[config.mk]
export PLATFORM = sky130hd
export DESIGN_NAME = uart_fifo
export DESIGN_NICKNAME = d
export VERILOG_FILES = /design/src/rtl/uart_fifo.sv
export SDC_FILE = /design/constraint.sdc
export NUM_CORES = 1
export LEC_CHECK = 0
export BUFFER_PORTS_ARGS = -buffer_cell sky130_fd_sc_hd__buf_2
export CAP_MARGIN = 5
export CORE_MARGIN = 2
export CORE_UTILIZATION = 60
export DETAILED_ROUTE_END_ITERATION = 16
export PLACE_DENSITY = 0.79
export SLEW_MARGIN = 20
export SYNTH_ARGS = -nofsm -noshare
export SYNTH_HDL_FRONTEND = slang
export SYNTH_SLANG_ARGS = --single-unit
[constraint.sdc]
create_clock -name clk -period 5.2 [get_ports clk]
set_input_delay 0.52 -clock clk [delete_from_list [all_inputs] [get_ports clk]]
set_output_delay 0.52 -clock clk [all_outputs]
set_load 0.05 [all_outputs]
[src/rtl/uart_fifo.sv]
// uart_fifo: full-duplex UART with show-ahead TX and RX FIFOs.
// Frame: start(0), DATA_BITS data LSB first, optional parity, stop(1); bit = 16*(brg_div+1) clk.
// Optional feature macro: UART_FIFO_PARITY_EN adds a parity bit (parity_odd selects odd sense).
module uart_fifo #(
    parameter int unsigned DATA_BITS  = 8,
    parameter int unsigned FIFO_DEPTH = 4,
    parameter int unsigned BRG_WIDTH  = 16
) (
    input  logic                 clk,
    input  logic                 rst,
    output logic                 UART_TXD,
    input  logic                 UART_RXD,
    input  logic                 tx_en,
    input  logic                 rx_en,
    input  logic [BRG_WIDTH-1:0] brg_div,
    input  logic                 parity_odd,
    input  logic                 tx_wr_en,
    input  logic [DATA_BITS-1:0] tx_data,
    output logic                 tx_full,
    output logic                 tx_empty,
    output logic                 tx_busy,
    input  logic                 rx_rd_en,
    output logic [DATA_BITS-1:0] rx_data,
    output logic                 rx_valid,
    output logic                 rx_overrun,
    output logic                 rx_frame_err,
    output logic                 rx_parity_err,
    input  logic                 rx_err_clr,
    output logic                 txif,
    output logic                 rxif
);
    localparam int unsigned AW   = $clog2(FIFO_DEPTH);
    localparam int unsigned CNTW = AW + 1;
    localparam int unsigned CW   = BRG_WIDTH + 4;
    localparam logic [CNTW-1:0] FullCnt = CNTW'(FIFO_DEPTH);
    localparam logic [3:0]      LastBit = 4'(DATA_BITS - 1);

`ifdef UART_FIFO_PARITY_EN
    typedef enum logic [2:0] {StIdle, StStart, StData, StParity, StStop} state_e;
`else
    typedef enum logic [2:0] {StIdle, StStart, StData, StStop} state_e;
    logic unused_parity_odd;
    assign unused_parity_odd = parity_odd;
`endif

    // ---------------- TX FIFO ----------------
    logic [DATA_BITS-1:0] tx_mem [FIFO_DEPTH];
    logic [AW-1:0]        tx_wp_q, tx_rp_q;
    logic [CNTW-1:0]      tx_cnt_q;
    logic                 tx_push, tx_pop;
    logic [DATA_BITS-1:0] tx_head;

    assign tx_full  = (tx_cnt_q == FullCnt);
    assign tx_empty = (tx_cnt_q == '0);
    assign txif     = !tx_full;
    assign tx_head  = tx_mem[tx_rp_q];
    // A push on a full FIFO is accepted only when the same cycle pops the head.
    assign tx_push  = tx_wr_en && (!tx_full || tx_pop);

    // TX FIFO pointers and occupancy
    always_ff @(posedge clk) begin
        if (rst) begin
            tx_wp_q  <= '0;
            tx_rp_q  <= '0;
            tx_cnt_q <= '0;
        end else begin
            if (tx_push) tx_wp_q <= tx_wp_q + AW'(1);
            if (tx_pop)  tx_rp_q <= tx_rp_q + AW'(1);
            if (tx_push && !tx_pop)      tx_cnt_q <= tx_cnt_q + CNTW'(1);
            else if (!tx_push && tx_pop) tx_cnt_q <= tx_cnt_q - CNTW'(1);
        end
    end

    // TX FIFO storage
    always_ff @(posedge clk) begin
        if (tx_push) tx_mem[tx_wp_q] <= tx_data;
    end

    // ---------------- TX FSM ----------------
    state_e               tx_state_q, tx_state_d;
    logic [CW-1:0]        tx_tmr_q, tx_tmr_d, tx_lim_q, tx_lim_d;
    logic [DATA_BITS-1:0] tx_shift_q, tx_shift_d;
    logic [3:0]           tx_bit_q, tx_bit_d;
    logic                 txd_q, txd_d;
    logic                 tx_end, tx_start, tx_load;
`ifdef UART_FIFO_PARITY_EN
    logic                 tx_par_q, tx_par_d;
`endif

    assign tx_end   = (tx_tmr_q == tx_lim_q);
    assign tx_start = tx_en && !tx_empty;
    assign tx_busy  = (tx_state_q != StIdle);
    assign UART_TXD = txd_q;

    // TX next state; the bit period is latched at each frame start
    always_comb begin
        tx_state_d = tx_state_q;
        tx_tmr_d   = tx_tmr_q + CW'(1);
        tx_lim_d   = tx_lim_q;
        tx_shift_d = tx_shift_q;
        tx_bit_d   = tx_bit_q;
        txd_d      = txd_q;
        tx_load    = 1'b0;
        tx_pop     = 1'b0;
`ifdef UART_FIFO_PARITY_EN
        tx_par_d   = tx_par_q;
`endif
        unique case (tx_state_q)
            StIdle: begin
                tx_tmr_d = '0;
                txd_d    = 1'b1;
                tx_load  = tx_start;
            end
            StStart: if (tx_end) begin
                tx_tmr_d   = '0;
                tx_state_d = StData;
                tx_bit_d   = '0;
                txd_d      = tx_shift_q[0];
            end
            StData: if (tx_end) begin
                tx_tmr_d = '0;
                if (tx_bit_q == LastBit) begin
`ifdef UART_FIFO_PARITY_EN
                    tx_state_d = StParity;
                    txd_d      = tx_par_q;
`else
                    tx_state_d = StStop;
                    txd_d      = 1'b1;
`endif
                end else begin
                    tx_shift_d = tx_shift_q >> 1;
                    txd_d      = tx_shift_d[0];
                    tx_bit_d   = tx_bit_q + 4'd1;
                end
            end
`ifdef UART_FIFO_PARITY_EN
            StParity: if (tx_end) begin
                tx_tmr_d   = '0;
                tx_state_d = StStop;
                txd_d      = 1'b1;
            end
`endif
            StStop: if (tx_end) begin
                tx_tmr_d   = '0;
                tx_state_d = StIdle;
                txd_d      = 1'b1;
                tx_load    = tx_start;
            end
            default: tx_state_d = StIdle;
        endcase
        if (tx_load) begin
            tx_pop     = 1'b1;
            tx_state_d = StStart;
            tx_tmr_d   = '0;
            tx_lim_d   = {brg_div, 4'hF};
            tx_shift_d = tx_head;
            txd_d      = 1'b0;
`ifdef UART_FIFO_PARITY_EN
            tx_par_d   = (^tx_head) ^ parity_odd;
`endif
        end
    end

    // TX state register
    always_ff @(posedge clk) begin
        if (rst) begin
            tx_state_q <= StIdle;
            tx_tmr_q   <= '0;
            tx_lim_q   <= '0;
            tx_shift_q <= '0;
            tx_bit_q   <= '0;
            txd_q      <= 1'b1;
`ifdef UART_FIFO_PARITY_EN
            tx_par_q   <= 1'b0;
`endif
        end else begin
            tx_state_q <= tx_state_d;
            tx_tmr_q   <= tx_tmr_d;
            tx_lim_q   <= tx_lim_d;
            tx_shift_q <= tx_shift_d;
            tx_bit_q   <= tx_bit_d;
            txd_q      <= txd_d;
`ifdef UART_FIFO_PARITY_EN
            tx_par_q   <= tx_par_d;
`endif
        end
    end

    // ---------------- RX FSM ----------------
    state_e               rx_state_q, rx_state_d;
    logic [CW-1:0]        rx_tmr_q, rx_tmr_d, rx_lim_q, rx_lim_d;
    logic [DATA_BITS-1:0] rx_shift_q, rx_shift_d;
    logic [3:0]           rx_bit_q, rx_bit_d;
    logic                 rxd_meta_q, rxd_sync_q, rxd_prev_q;
    logic                 rx_end, rx_half, rx_fall;
    logic                 rx_push_req, frame_set, parity_set, overrun_set;

    assign rx_end  = (rx_tmr_q == rx_lim_q);
    assign rx_half = (rx_tmr_q == (rx_lim_q >> 1));
    // Edge detection needs a high sample first, so a stuck-low line never retriggers.
    assign rx_fall = rxd_prev_q && !rxd_sync_q;

    // RX next state; samples are taken mid-bit, P cycles apart
    always_comb begin
        rx_state_d  = rx_state_q;
        rx_tmr_d    = rx_tmr_q + CW'(1);
        rx_lim_d    = rx_lim_q;
        rx_shift_d  = rx_shift_q;
        rx_bit_d    = rx_bit_q;
        rx_push_req = 1'b0;
        frame_set   = 1'b0;
        parity_set  = 1'b0;
        unique case (rx_state_q)
            StIdle: begin
                rx_tmr_d = '0;
                if (rx_fall) begin
                    rx_state_d = StStart;
                    rx_lim_d   = {brg_div, 4'hF};
                end
            end
            StStart: if (rx_half) begin
                rx_tmr_d   = '0;
                rx_bit_d   = '0;
                rx_state_d = rxd_sync_q ? StIdle : StData;
            end
            StData: if (rx_end) begin
                rx_tmr_d   = '0;
                rx_shift_d = {rxd_sync_q, rx_shift_q[DATA_BITS-1:1]};
                rx_bit_d   = rx_bit_q + 4'd1;
                if (rx_bit_q == LastBit) begin
`ifdef UART_FIFO_PARITY_EN
                    rx_state_d = StParity;
`else
                    rx_state_d = StStop;
`endif
                end
            end
`ifdef UART_FIFO_PARITY_EN
            StParity: if (rx_end) begin
                rx_tmr_d   = '0;
                parity_set = (rxd_sync_q != ((^rx_shift_q) ^ parity_odd));
                rx_state_d = StStop;
            end
`endif
            StStop: if (rx_end) begin
                rx_tmr_d    = '0;
                rx_push_req = 1'b1;
                frame_set   = !rxd_sync_q;
                rx_state_d  = StIdle;
            end
            default: rx_state_d = StIdle;
        endcase
        if (!rx_en) begin
            rx_state_d  = StIdle;
            rx_tmr_d    = '0;
            rx_push_req = 1'b0;
            frame_set   = 1'b0;
            parity_set  = 1'b0;
        end
    end

    // RX state register and input synchroniser
    always_ff @(posedge clk) begin
        if (rst) begin
            rx_state_q <= StIdle;
            rx_tmr_q   <= '0;
            rx_lim_q   <= '0;
            rx_shift_q <= '0;
            rx_bit_q   <= '0;
            rxd_meta_q <= 1'b1;
            rxd_sync_q <= 1'b1;
            rxd_prev_q <= 1'b1;
        end else begin
            rx_state_q <= rx_state_d;
            rx_tmr_q   <= rx_tmr_d;
            rx_lim_q   <= rx_lim_d;
            rx_shift_q <= rx_shift_d;
            rx_bit_q   <= rx_bit_d;
            rxd_meta_q <= UART_RXD;
            rxd_sync_q <= rxd_meta_q;
            rxd_prev_q <= rxd_sync_q;
        end
    end

    // ---------------- RX FIFO ----------------
    logic [DATA_BITS-1:0] rx_mem [FIFO_DEPTH];
    logic [AW-1:0]        rx_wp_q, rx_rp_q;
    logic [CNTW-1:0]      rx_cnt_q;
    logic                 rx_full, rx_push, rx_pop;

    assign rx_full     = (rx_cnt_q == FullCnt);
    assign rx_valid    = (rx_cnt_q != '0);
    assign rxif        = rx_valid;
    assign rx_data     = rx_mem[rx_rp_q];
    assign rx_pop      = rx_rd_en && rx_valid;
    // A same-cycle pop frees the slot, so the new word is kept.
    assign rx_push     = rx_push_req && (!rx_full || rx_pop);
    assign overrun_set = rx_push_req && rx_full && !rx_pop;

    // RX FIFO pointers and occupancy
    always_ff @(posedge clk) begin
        if (rst) begin
            rx_wp_q  <= '0;
            rx_rp_q  <= '0;
            rx_cnt_q <= '0;
        end else begin
            if (rx_push) rx_wp_q <= rx_wp_q + AW'(1);
            if (rx_pop)  rx_rp_q <= rx_rp_q + AW'(1);
            if (rx_push && !rx_pop)      rx_cnt_q <= rx_cnt_q + CNTW'(1);
            else if (!rx_push && rx_pop) rx_cnt_q <= rx_cnt_q - CNTW'(1);
        end
    end

    // RX FIFO storage
    always_ff @(posedge clk) begin
        if (rx_push) rx_mem[rx_wp_q] <= rx_shift_d;
    end

    // Sticky error flags; a set in the same cycle as a clear wins
    logic overrun_q, frame_q;
    always_ff @(posedge clk) begin
        if (rst) begin
            overrun_q <= 1'b0;
            frame_q   <= 1'b0;
        end else begin
            overrun_q <= (overrun_q && !rx_err_clr) || overrun_set;
            frame_q   <= (frame_q && !rx_err_clr) || frame_set;
        end
    end
    assign rx_overrun   = overrun_q;
    assign rx_frame_err = frame_q;

`ifdef UART_FIFO_PARITY_EN
    logic parity_q;
    // Sticky parity error flag
    always_ff @(posedge clk) begin
        if (rst) parity_q <= 1'b0;
        else     parity_q <= (parity_q && !rx_err_clr) || parity_set;
    end
    assign rx_parity_err = parity_q;
`else
    logic unused_parity_set;
    assign unused_parity_set = parity_set;
    assign rx_parity_err     = 1'b0;
`endif

endmodule
==> results.md, run 1 <==
- The run finished with clean final reports.
- The largest net degree at the start of global routing is a little under 50.
- The leading cell type by number of instances after synthesis is sky130_fd_sc_hd__dfxtp_1.
- Traced cell by cell, the critical path runs through xor2_1, nor4_1, nand3_1, nor4_2, ha_1, inv_1, fa_1, xor2_1, or3_1, a21oi_1.
- The number of DRC violations after detailed-routing iteration 0 is 413.
- The number of synthesized flops with an enable pin is between 60 and 70.
- Setup repair after global routing left no endpoint under its margin.
- The clock passes through at most 2 buffers.
- Of the cells placed in the final design, the portion with a size suffix greater than 1 is 0.143.
- The die covers between 10000 and 15000 sq um.
- After synthesis, the most frequently instantiated cells are sky130_fd_sc_hd__dfxtp_1, sky130_fd_sc_hd__nor2_1, sky130_fd_sc_hd__nand2_1, sky130_fd_sc_hd__edfxtp_1, sky130_fd_sc_hd__xor2_1.
- The area share of xor/xnor cells in the synthesized design is 0.0997.
- The H-tree level count is 4.
- Of the total synthesized cell area, the portion taken by full adders, half adders and majority gates is 0.0321.
- The flip-flop and latch count after synthesis is 190.
- The largest stage delay on the critical path is 0.66 ns.
- The reported max-cap violation count is 0.
- The clock skew is ~0.0071 ns.
- The insertion delay to the later sink of the worst-skew pair is about 0.44 ns.
- The largest driver fanout on the critical path is 7.
- Derived from the worst setup path, the maximum achievable clock frequency is about 0.31 GHz.
- The mapped cell area is between 8000 and 9000 sq um.
- The first-pass iteration count of the detailed router is 4.
- The detail route stage leaves a number of antenna-violating nets equal to 0.
- The final-report setup violation count is 0.
- The share of synthesized area in the top cell type comes to 0.305.
- Routability-driven placement finished with a final weighted congestion of a little over 0.9.
- The post-place instance area is 8580 sq um.
- The gate count of the mapped netlist is roughly 770.
- The final max-slew violation count was 0.
- The area growth from synthesis to final layout is 10.9%.
- After legalization and detailed placement, the total HPWL measured 10900 microns.
- The data arrival time at the worst-slack endpoint is about 3.6 ns.
- In this run, placement finished with an instance count of ~950.
- Once layout is complete, the cells apart from fillers number just under 1000.
- In the final design database the tool counted 850 nets.
- Clock tree synthesis found a total of 190 sinks.
- The floorplan step set the die height to 121 microns.
- The area fraction in compound gates after synthesis is 0.0518.
- The synthesized netlist contains 55 unique library cells.
- The clock-pin slew on the worst setup and hold paths is 0.07 ns.
- The routed design has 16100 microns of wire.
- The number of buffers added to fix hold violations after cts is 0.
- Summed over all layers, the global routing overflow is 0.
- TritonCTS created 17 clock buffers.
- STA classifies the critical path endpoint as a register.
- Dividing total power by cell area gives a power density of 445 nW/um^2.
- Of the available clock period, the critical path in the final layout requires 0.623.
- In the post-route analysis, the smallest setup slack over all paths is approximately 2.0 ns.
- After synthesis, the share of flip-flops with an asynchronous set or reset is 0.
- The via count of the first global-routing pass is ~5600.
- The initial core utilization is 0.619.
- The mean instance size in the synthesized netlist is between 10 and 15 sq um.
- The buffer type at the clock tree root is sky130_fd_sc_hd__clkbuf_16.
- Data on the critical path is required at its endpoint by ~5.6 ns.
- The placement-stage worst setup slack is about 1.9 ns.
- The clock tree from TritonCTS is yes.
- The shortest clock period the worst path allows after layout is approximately 3.2 ns.
- Counting every net in the synthesized netlist gives just over 800.
- The category of the most critical setup path is reg -> reg.
- VDD sags by at most about 0.00051 V.
- The width of the die is about 120 microns.
- The post-CTS setup buffer count is 0.
- In this run the core area contains 42 standard-cell rows.
- The via density per instance is 5.66.
- The most frequently used flop master after synthesis is sky130_fd_sc_hd__dfxtp_1.
- By instance count, the cell type seen most on the critical path is sky130_fd_sc_hd__xor2_1.
- In the post-synthesis netlist, the biggest area contributors are sky130_fd_sc_hd__dfxtp_1, sky130_fd_sc_hd__edfxtp_1, sky130_fd_sc_hd__xor2_1, sky130_fd_sc_hd__mux4_2, sky130_fd_sc_hd__nor2_1.
- The number of hold violations in the final report is 0.
- The total inserted antenna cells is 0.
- The worst slew slack as a fraction of its limit is 0.422.
- For this run, the total global-route usage over all layers was measured as 0.238.
- The post-layout instance area is between 9000 and 10000 sq um.
- The initial antenna violation count is 0.
- The total number of vias is 5585.
- The cell type contributing the most total cell area after synthesis is sky130_fd_sc_hd__dfxtp_1.
- In this run the tool buffered the top-level ports with 48 buffer cells.
- The share of the yosys chip area belonging to registers is 0.538.
- The slowest cell on the critical path is sky130_fd_sc_hd__nor4_2.
- After routing, the total negative slack on setup checks comes to 0 ns.
- The post-cts gate resize count is 0.
- The kind of start point of the critical path is a register.
- The transition at the pin with the smallest max-transition slack is ~0.86 ns.
- The wire length of the first global-routing pass is 27200 microns.
- The mux contribution to synthesized area is 0.0800.
- The Yosys step of the flow raised 0 warnings.
- In this run the count of I/O pins placed on the die edge is 51.
- The core area is 13300 sq um.
- The tightest min-delay check is of the in -> reg type.
- In the final routed layout, each cell accounts on average for roughly 16 microns.
- For this run, design rule violations remaining after detail routing come to 0.
- Of the total synthesized cell area, the portion taken by AND, OR, NAND and NOR gates is 0.167.
- The static leakage is about 3.5 nW.
- After synthesis, the largest family of logic cells by area is simple AND/OR/NAND/NOR gates.
==> power by group <==
group	internal, W	leakage (nW)	switching (W)
Combinational	0.000380	1.61	0.000603
Sequential	0.00170	1.62	0.000125
Clock	0.000680	0.282	0.000591
==> layer usage <==
metal  global-route usage  part of all wire  routed length (microns)
met5                    0                 0                        0
met3               0.0522             0.031                      500
met4               0.0934             0.022                      360
met2                0.392              0.49                     7930
met1                0.306              0.45                     7260
==> through the flow <==
step                      hold slack, ns  total power [W]   util
after global routing               0.264          0.00429  0.686
after floorplan                    0.389          0.00262      -
after CTS                          0.272          0.00410  0.686
final                              0.276          0.00408  0.686
after global placement             0.399          0.00279  0.643
after detailed placement           0.395          0.00283  0.643
==> cell usage in the layout (no fill, tap or decap), types with 3 or more instances in the layout <==
cell type | netlist | routed
sky130_fd_sc_hd__nor4_1 | 6 | 6
sky130_fd_sc_hd__nand2b_1 | 8 | 8
sky130_fd_sc_hd__mux2i_1 | 21 | 21
sky130_fd_sc_hd__nand4_1 | 14 | 14
sky130_fd_sc_hd__a311oi_1 | 6 | 6
sky130_fd_sc_hd__a21oi_1 | 33 | 33
sky130_fd_sc_hd__clkbuf_16 | 0 | 17
sky130_fd_sc_hd__inv_6 | 0 | 5
sky130_fd_sc_hd__nand3_1 | 25 | 25
sky130_fd_sc_hd__o21ai_0 | 10 | 9
sky130_fd_sc_hd__xor2_1 | 57 | 57
sky130_fd_sc_hd__mux2_2 | 8 | 8
sky130_fd_sc_hd__nand2_1 | 66 | 66
sky130_fd_sc_hd__and4_1 | 6 | 6
sky130_fd_sc_hd__nor2_1 | 96 | 96
sky130_fd_sc_hd__xnor2_1 | 37 | 37
sky130_fd_sc_hd__clkinv_4 | 0 | 4
sky130_fd_sc_hd__and2_1 | 10 | 10
sky130_fd_sc_hd__o41ai_1 | 3 | 3
sky130_fd_sc_hd__nor2b_1 | 11 | 11
sky130_fd_sc_hd__inv_1 | 23 | 23
sky130_fd_sc_hd__mux4_2 | 16 | 16
sky130_fd_sc_hd__buf_2 | 4 | 48
sky130_fd_sc_hd__and3_1 | 6 | 6
sky130_fd_sc_hd__dfxtp_1 | 126 | 126
sky130_fd_sc_hd__nor3_1 | 9 | 9
sky130_fd_sc_hd__or2_2 | 6 | 6
sky130_fd_sc_hd__or3_1 | 10 | 10
sky130_fd_sc_hd__inv_8 | 0 | 3
sky130_fd_sc_hd__buf_4 | 3 | 4
sky130_fd_sc_hd__edfxtp_1 | 64 | 64
sky130_fd_sc_hd__ha_1 | 18 | 18
==> area by class of cell <==
type | count | area, sq um
Clock buffer | 18 | 429
Fill cell | 1009 | 4190
Inverter | 23 | 86.3
Clock inverter | 14 | 150
Timing Repair Buffer | 52 | 270
Tap cell | 176 | 220
Multi-Input combinational cell | 513 | 3560
Sequential cell | 190 | 4440
==> cells by family after synthesis <==
group                    after synthesis
other                                  1
flip-flops                           190
AND/OR/NAND/NOR                      285
buffers and inverters                 63
XOR/XNOR                              94
adder cells (fa/ha/maj)               20
multiplexers                          45
AO/OA/AOI/OAI                         68
==> flip-flops by register name, summed over array words and instances, names as in the netlist, 2 cells and up, named ones only <==
signal	count
tx_wp_q	2
tx_mem	32
tx_cnt_q	3
rx_state_q	2
tx_rp_q	2
rx_bit_q	4
rx_mem	32
tx_lim_q	17
tx_shift_q	8
tx_tmr_q	20
rx_tmr_q	20
tx_bit_q	4
tx_state_q	2
rx_cnt_q	3
rx_shift_q	8
rx_lim_q	17
rx_rp_q	2
rx_wp_q	2
==> critical path, delay by kind of cell, from the launching register on <==
family	cells	cell delay (ns)
xor gates and xnor gates	2	0.26
adders and majority gates	2	0.66
DFF	1	0.44
AOI/OAI and AO/OA	1	0.14
and+or+nand+nor	4	1.62
buffers and inverters	1	0.06
==> worst paths after layout <==
kind	slack, ns	to	cells after the start	from
max	1.96	rx_cnt_q[2]	10	rx_tmr_q[8]
min	0.28	rxd_meta_q	2	UART_RXD
max reg2reg	1.96	rx_cnt_q[2]	10	rx_tmr_q[8]
min reg2reg	0.41	rxd_sync_q	1	rxd_meta_q
Power figures use the tool's default switching activity.
==> inputs of run 2 (changes only) <==
CORE_UTILIZATION = 55   (was 60)
PLACE_DENSITY = 0.76   (was 0.79)
clock period = 2.9 ns   (was 5.2 ns; I/O delays follow)
==> results.md, run 2 (same netlist as run 1, synthesis figures left out) <==
- The run finished with clean final reports.
- In this run the remaining antenna-violating nets after routing total 0.
- After detailed routing, the number of vias per cell comes to around 5.6.
- The largest registers in the layout are rx_mem x32, tx_mem x32.
- The type of the worst min-delay path is in -> reg.
- The startpoint of the worst register-to-register path is tx_lim_q[3].
- The post-CTS setup buffer count is 0.
- The number of gates resized after CTS was 0.
- After detailed routing, the average wire length per cell comes to around 16 microns.
- The setup slack after layout is 0.0867 ns.
- The largest stage delay on the critical path is approximately 0.54 ns.
- Entering global routing, the biggest net connects 54 pins.
- The clock share of power is 0.292.
- For the worst-skew pair, the clock arrives at the later sink with an insertion delay of roughly 0.43 ns.
- The total track usage is 0.207.
- The initial antenna violation count is 0.
- The analysis attributes to net switching a power of 0.00239 W.
- The endpoint identified for the worst register-to-register timing path is tx_cnt_q[2].
- The floorplan step defined a core boundary enclosing ~15000 sq um.
- Clock tree synthesis found a total of 190 sinks.
- The number of standard-cell rows in the floorplan is 44.
- The die is 127 microns wide.
- The sequential cell fraction of total power is 0.448.
- The final-stage net count is approximately 870.
- The via count of the first global-routing pass is 5636.
- In this run the number of cells on the critical path is 10.
- The final-report setup violation count is 0.
- Counting both buffers and inverters, the worst setup path holds a total of 1.
- The highest clock rate is roughly 0.36 GHz.
- In this run, CTS created clock tree buffers numbering 17.
- For this run the aggregate overflow at the end of global routing stands at 0.
- The setup check on the worst reg-to-reg path leaves a slack of 0.09 ns.
- STA classifies the critical path startpoint as a register.
- The clock skew is 0.0115 ns.
- In the final layout, the multi-input gates occupy between 3000 and 4000 sq um.
- The first-pass iteration count of the detailed router is 5.
- The share of final-layout standard cells stronger than drive strength 1 is 0.172.
- The worst hold path begins at UART_RXD.
- The maximum count of clock buffers along a single path is 2.
- The worst ir drop on vdd is around 0.00094 V.
- The die covers roughly 16000 sq um.
- The reported max-cap violation count is 0.
- Total power for the finished layout comes to roughly 0.0073 W.
- The total inserted antenna cells is 0.
- The first global-routing pass estimated 26700 microns of wire.
- The number of hold violations in the final report is 0.
- Summing all flip-flop and latch instances after layout gives about 4400 sq um.
- In this run the static leakage power is about 3.6 nW.
- The count of buffers added on input and output ports is 48.
- For the pin with the worst max-slew slack, the measured transition is 0.785 ns.
- The slowest cell on the critical path is sky130_fd_sc_hd__or4_1.
- Hold repair after CTS inserted 0 buffers.
- STA classifies the critical path endpoint as a register.
- The critical path starts at tx_lim_q[3].
- The worst reg-to-reg path cell count is 10.
- Measured against its own limit, the worst slew margin works out to 0.477.
- The layout has 1093 filler cells.
- In this run the power density over the cells is 781 nW/um^2.
- The clock tree from TritonCTS is yes.
- The gate family responsible for the most delay along the worst path is simple AND/OR/NAND/NOR gates.
- In the layout the commonest cells are sky130_fd_sc_hd__dfxtp_1, sky130_fd_sc_hd__nor2_1, sky130_fd_sc_hd__nand2_1, sky130_fd_sc_hd__edfxtp_1, sky130_fd_sc_hd__xor2_1.
- The library cell used most frequently in the layout, excluding fill and tap cells, is sky130_fd_sc_hd__dfxtp_1.
- The shortest clock period the worst path allows after layout is ~2.8 ns.
- The category of the most critical setup path is reg -> reg.
- The cell-internal power is 0.00491 W.
- Walking the worst path, the cells encountered are or4_1, o2bb2ai_2, and3_4, a41o_1, ha_2, inv_1, fa_1, xor2_1, or3_1, a21oi_1.
- The count of boundary I/O pins is 51.
- The final cycle utilization of the critical path is 0.970.
- The die is 127 microns tall.
- The post-detailed-placement half-perimeter wirelength is approximately 11000 microns.
- Prior to clock tree synthesis, the placed netlist has a worst setup slack of ~0.08 ns.
- In this run the worst path has a maximum fanout of 3.
- The worst hold-check slack is 0.0482 ns.
- The final max-slew violation count was 0.
- The critical path ends at tx_cnt_q[2].
- The final routed DRC violation total is 0.
- At the end of routability-driven placement, the weighted congestion stood at just under 0.9.
- The share of total power dissipated in combinational logic is 0.260.
- The total routed wirelength is between 15000 and 20000 microns.
- The clock-pin slew on the worst setup and hold paths is 0.07 ns.
- The area growth from synthesis to final layout is 13.0%.
- CTS placed an instance of sky130_fd_sc_hd__clkbuf_16 at the clock tree root.
- The initial core utilization is 0.566.
- The critical path data required time is between 3 and 4 ns.
- The final-layout setup total negative slack is 0 ns.
- For this block, the initial DRC count from the detailed router was between 400 and 500.
- The switching fraction of total power is 0.327.
- The H-tree level count is 4.
- Summing over every cut layer, the via total after detailed routing is 5615.
- The data arrival time at the worst-slack endpoint is approximately 3.2 ns.
[run 2: cell types whose count changed in the layout (fill, tap and decap cells not counted), moves of 2 or more]
cell	before	now
sky130_fd_sc_hd__nor4_1	6	2
sky130_fd_sc_hd__inv_8	3	1
sky130_fd_sc_hd__ha_2	0	2
sky130_fd_sc_hd__ha_1	18	16
sky130_fd_sc_hd__clkinv_4	4	2
sky130_fd_sc_hd__buf_4	4	18
sky130_fd_sc_hd__nor4_2	1	4
sky130_fd_sc_hd__clkinvlp_4	1	4
[run 2: per-layer routing]
metal	up-vias	track usage	share of wire
li1	2744	-	-
met5	-	0	0
met4	0	0.0795	0.019
met1	2695	0.257	0.43
met3	33	0.0354	0.038
met2	143	0.361	0.51
[run 2: cell type report]
type                    count  area share
flip-flops and latches    190       0.476
multi-input cells         513       0.390
clock buffers              18      0.0460
repair buffers             67      0.0423
well taps                 184      0.0247
clock inverters            14      0.0115
inverters                  23     0.00925
[run 2: stage by stage]
step | util | std cells | area (sq um)
after floorplan | - | 766 | 8280
after global placement | 0.599 | 977 | 8740
after detailed placement | 0.599 | 977 | 8740
after CTS | 0.636 | 1009 | 9270
after global routing | 0.640 | 1009 | 9340
final | 0.640 | 1009 | 9340
[run 2: how the worst min path moves through the flow]
stage | to | slack [ns] | depth (start not counted)
2_1_floorplan | tx_mem[0][0] | 0.39 | 0
3_3_place_gp | rxd_sync_q | 0.40 | 1
3_5_place_dp | rxd_sync_q | 0.43 | 1
4_1_cts | rxd_meta_q | 0.04 | 2
5_1_grt | rxd_meta_q | 0.06 | 2
6_report | rxd_meta_q | 0.05 | 2
[run 2: power groups by stage]
stage / logic (W) / registers, W / clock network, W
after floorplan: 0.00148 / 0.00324 / 0
after global placement: 0.00175 / 0.00331 / 0
after detailed placement: 0.00182 / 0.00333 / 0
after CTS: 0.00183 / 0.00327 / 0.00217
after global routing: 0.00205 / 0.00331 / 0.00226
final: 0.00189 / 0.00327 / 0.00213
==> inputs of run 3 (changes only) <==
BUFFER_PORTS_ARGS = not set   (was -buffer_cell sky130_fd_sc_hd__buf_2)
CORE_UTILIZATION = 57   (was 55)
DONT_BUFFER_PORTS = 1   (was not set)
PLACE_DENSITY = 0.75   (was 0.76)
==> results.md, run 3 (same netlist as run 1, synthesis figures left out) <==
- The total clock buffers created by CTS is 17.
- Traced cell by cell, the critical path runs through or2_2, a21oi_1, nand4_1, nor4_4, ha_1, inv_1, fa_1, xor2_1, or3_1, a21oi_1.
- The largest driver fanout on the critical path is 4.
- The H-tree level count is 4.
- The detailed router finished its first iteration with 356 violations.
- The maximum count of clock buffers along a single path is 2.
- Summing over every cut layer, the via total after detailed routing is ~5600.
- The total track usage is 0.221.
- The count of buffers added on input and output ports is 0.
- The clock skew is roughly 0.0056 ns.
- The final-layout setup total negative slack is 0 ns.
- The final max-slew violation count was 0.
- CTS placed an instance of sky130_fd_sc_hd__clkbuf_16 at the clock tree root.
- The floorplan step set the die height to approximately 120 microns.
- Clock-pin slew was measured on the worst setup and hold paths at approximately 0.07 ns.
- The clock tree from TritonCTS is yes.
- The worst ir drop on vdd is slightly above 0.0009 V.
- The type of the worst min-delay path is in -> reg.
- The most frequent cell on the critical path is sky130_fd_sc_hd__a21oi_1.
- Wires add up to 16900 microns.
- The cell-internal power is ~0.005 W.
- The routed wirelength normalized by instance count is approximately 17 microns.
- For the worst setup path, the data required time is 3.27 ns.
- In the layout the commonest cells are sky130_fd_sc_hd__dfxtp_1, sky130_fd_sc_hd__nor2_1, sky130_fd_sc_hd__nand2_1, sky130_fd_sc_hd__edfxtp_1, sky130_fd_sc_hd__xor2_1.
- The repair_antennas step left the layout with diodes totalling 0.
- Headroom to the max-slew limit came out at 0.384.
- The global-route congestion overflow total is 0.
- During I/O placement, the number of pins put on the boundary was around 50.
- The share of total power dissipated in sequential elements is 0.449.
- The transition at the pin with the smallest max-transition slack is 0.919 ns.
- The setup slack after layout is ~0.085 ns.
- The initial core utilization is 0.588.
- In this run the power density over the cells is roughly 780 nW/um^2.
- The net switching power of the design is ~0.0024 W.
- The wire length of the first global-routing pass is between 20000 and 30000 microns.
- The die covers ~15000 sq um.
- Entering global routing, the biggest net connects between 70 and 80 pins.
- The run finished with clean final reports.
- The largest stage delay on the critical path is approximately 0.4 ns.
- The uppermost signal routing layer after detailed routing is met4.
- The pre-antenna-repair detailed-routing pass consisted of 5 iterations.
- CTS saw 190 sinks.
- Of the total power, the share spent switching nets is 0.322.
- The sum of met2 wire segment lengths after detailed routing is ~8500 microns.
- In the final layout, the registers with the most flip-flops are rx_mem x32, tx_mem x32.
- For this run, the number of standard cells in the final layout without fillers is 981.
- The placement-stage worst setup slack is around 0.031 ns.
- Routability-driven placement finished with a final weighted congestion of around 0.85.
- The worst setup path is captured at a register.
- The most frequent standard cell in the layout excluding fill and tap cells is sky130_fd_sc_hd__dfxtp_1.
- The kind of start point of the critical path is a register.
- The via count of the first global-routing pass is between 5000 and 6000.
- The tool flagged a number of max-cap violations equal to 0.
- The share of total power dissipated in the clock network is 0.298.
- The static leakage is between 3 and 4 nW.
- The core region is 14000 sq um.
- The cell total after placement is between 900 and 1000.
- The insertion delay to the later sink of the worst-skew pair is 0.44 ns.
- The final cycle utilization of the critical path is 0.971.
- The floorplan step set the die width to approximately 120 microns.
- The via density per instance is 5.74.
- At the end of the flow the core is filled with cells to 0.667.
- The combinational group share of total power is 0.253.
- The count of nets left with antenna violations after detail routing is 0.
- The final-stage net count is 841.
- Data arrives at the worst endpoint at roughly 3.2 ns.
- The highest clock rate is 0.355 GHz.
- The post-detailed-placement half-perimeter wirelength is 11400 microns.
- The slowest cell on the critical path is sky130_fd_sc_hd__nor4_4.
- The area growth from synthesis to final layout is 13.4%.
- Subtracting the final worst setup slack from the clock period gives around 2.8 ns.
- The post-CTS setup buffer count is 0.
- Setup violations remaining at the end of the flow were counted as 0.
- The initial antenna violation count was 0.
- For this run, design rule violations remaining after detail routing come to 0.
- The routed wire length on met3 is between 900 and 1000 microns.
- The critical path is of the reg -> reg type.
- Across all register-to-register paths, the minimum setup slack is about 0.085 ns.
- The number of standard-cell rows in the floorplan is 43.
- In the final layout, the share of cells above drive strength 1 is 0.114.
- The number of hold violations in the final report is 0.
- The met1 wire length is between 6000 and 7000 microns.
## run 3: changes by cell type in the layout (fill, tap and decap cells not counted), sizes merged
cell | previous run | this run
buf | 67 | 18
clkinv | 4 | 7
bufinv | 0 | 1
dlygate4sd3 | 0 | 25
clkinvlp | 5 | 2
clkbuf | 18 | 19
inv | 28 | 26
## run 3: timing repair
item	in CTS	in global routing
endpoints found under the setup margin	1	2
gates resized for setup	1	12
endpoints found under the hold margin	112	3
hold buffers	23	3
pin swaps	0	2
## run 3: per-stage QoR
step,total power (W),hold slack [ns],instance area [sq um]
6_report,0.00733,0.00254,9370
4_1_cts,0.00726,0.000966,9270
3_3_place_gp,0.00495,0.368,8470
2_1_floorplan,0.00472,0.389,8280
3_5_place_dp,0.00504,0.372,8470
5_1_grt,0.00765,0.00221,9370
## run 3: critical path, delay by kind of cell, from the launching register on
kind,cells,cell delay [ns]
XOR/XNOR,1,0.16
AO/OA/AOI/OAI,2,0.34
AND/OR/NAND/NOR,4,1.21
flip-flops,1,0.33
buffers and inverters,1,0.07
adder cells (fa/ha/maj),2,0.64
## run 3: final timing paths
path,startpoint,to,cells past startpoint
max,rx_lim_q[3],rx_cnt_q[2],10
max reg2reg,rx_lim_q[3],rx_cnt_q[2],10
min,brg_div[11],tx_lim_q[15],2
min reg2reg,rxd_meta_q,rxd_sync_q,1
## run 3: final cells by class
type / count / area [sq um]
repair buffers: 43 / 405
clock buffers: 19 / 433
inverters: 23 / 86.3
clock inverters: 13 / 116
well taps: 180 / 225
fillers: 1026 / 4670
flip-flops and latches: 190 / 4440
multi-input cells: 513 / 3660
## run 3: routing by layer
metal  GRT usage  vias to the layer above
li1            -                     2708
met1       0.262                     2745
met2       0.382                      148
met3      0.0649                       28
met4      0.0820                        0
met5           0                        -
## run 3: power by group through the flow
stage	clock network, W	registers, W	logic [W]
after floorplan	0	0.00324	0.00148
after global placement	0	0.00332	0.00163
after detailed placement	0	0.00335	0.00169
after CTS	0.00221	0.00329	0.00176
after global routing	0.00231	0.00333	0.00201
final	0.00219	0.00329	0.00185
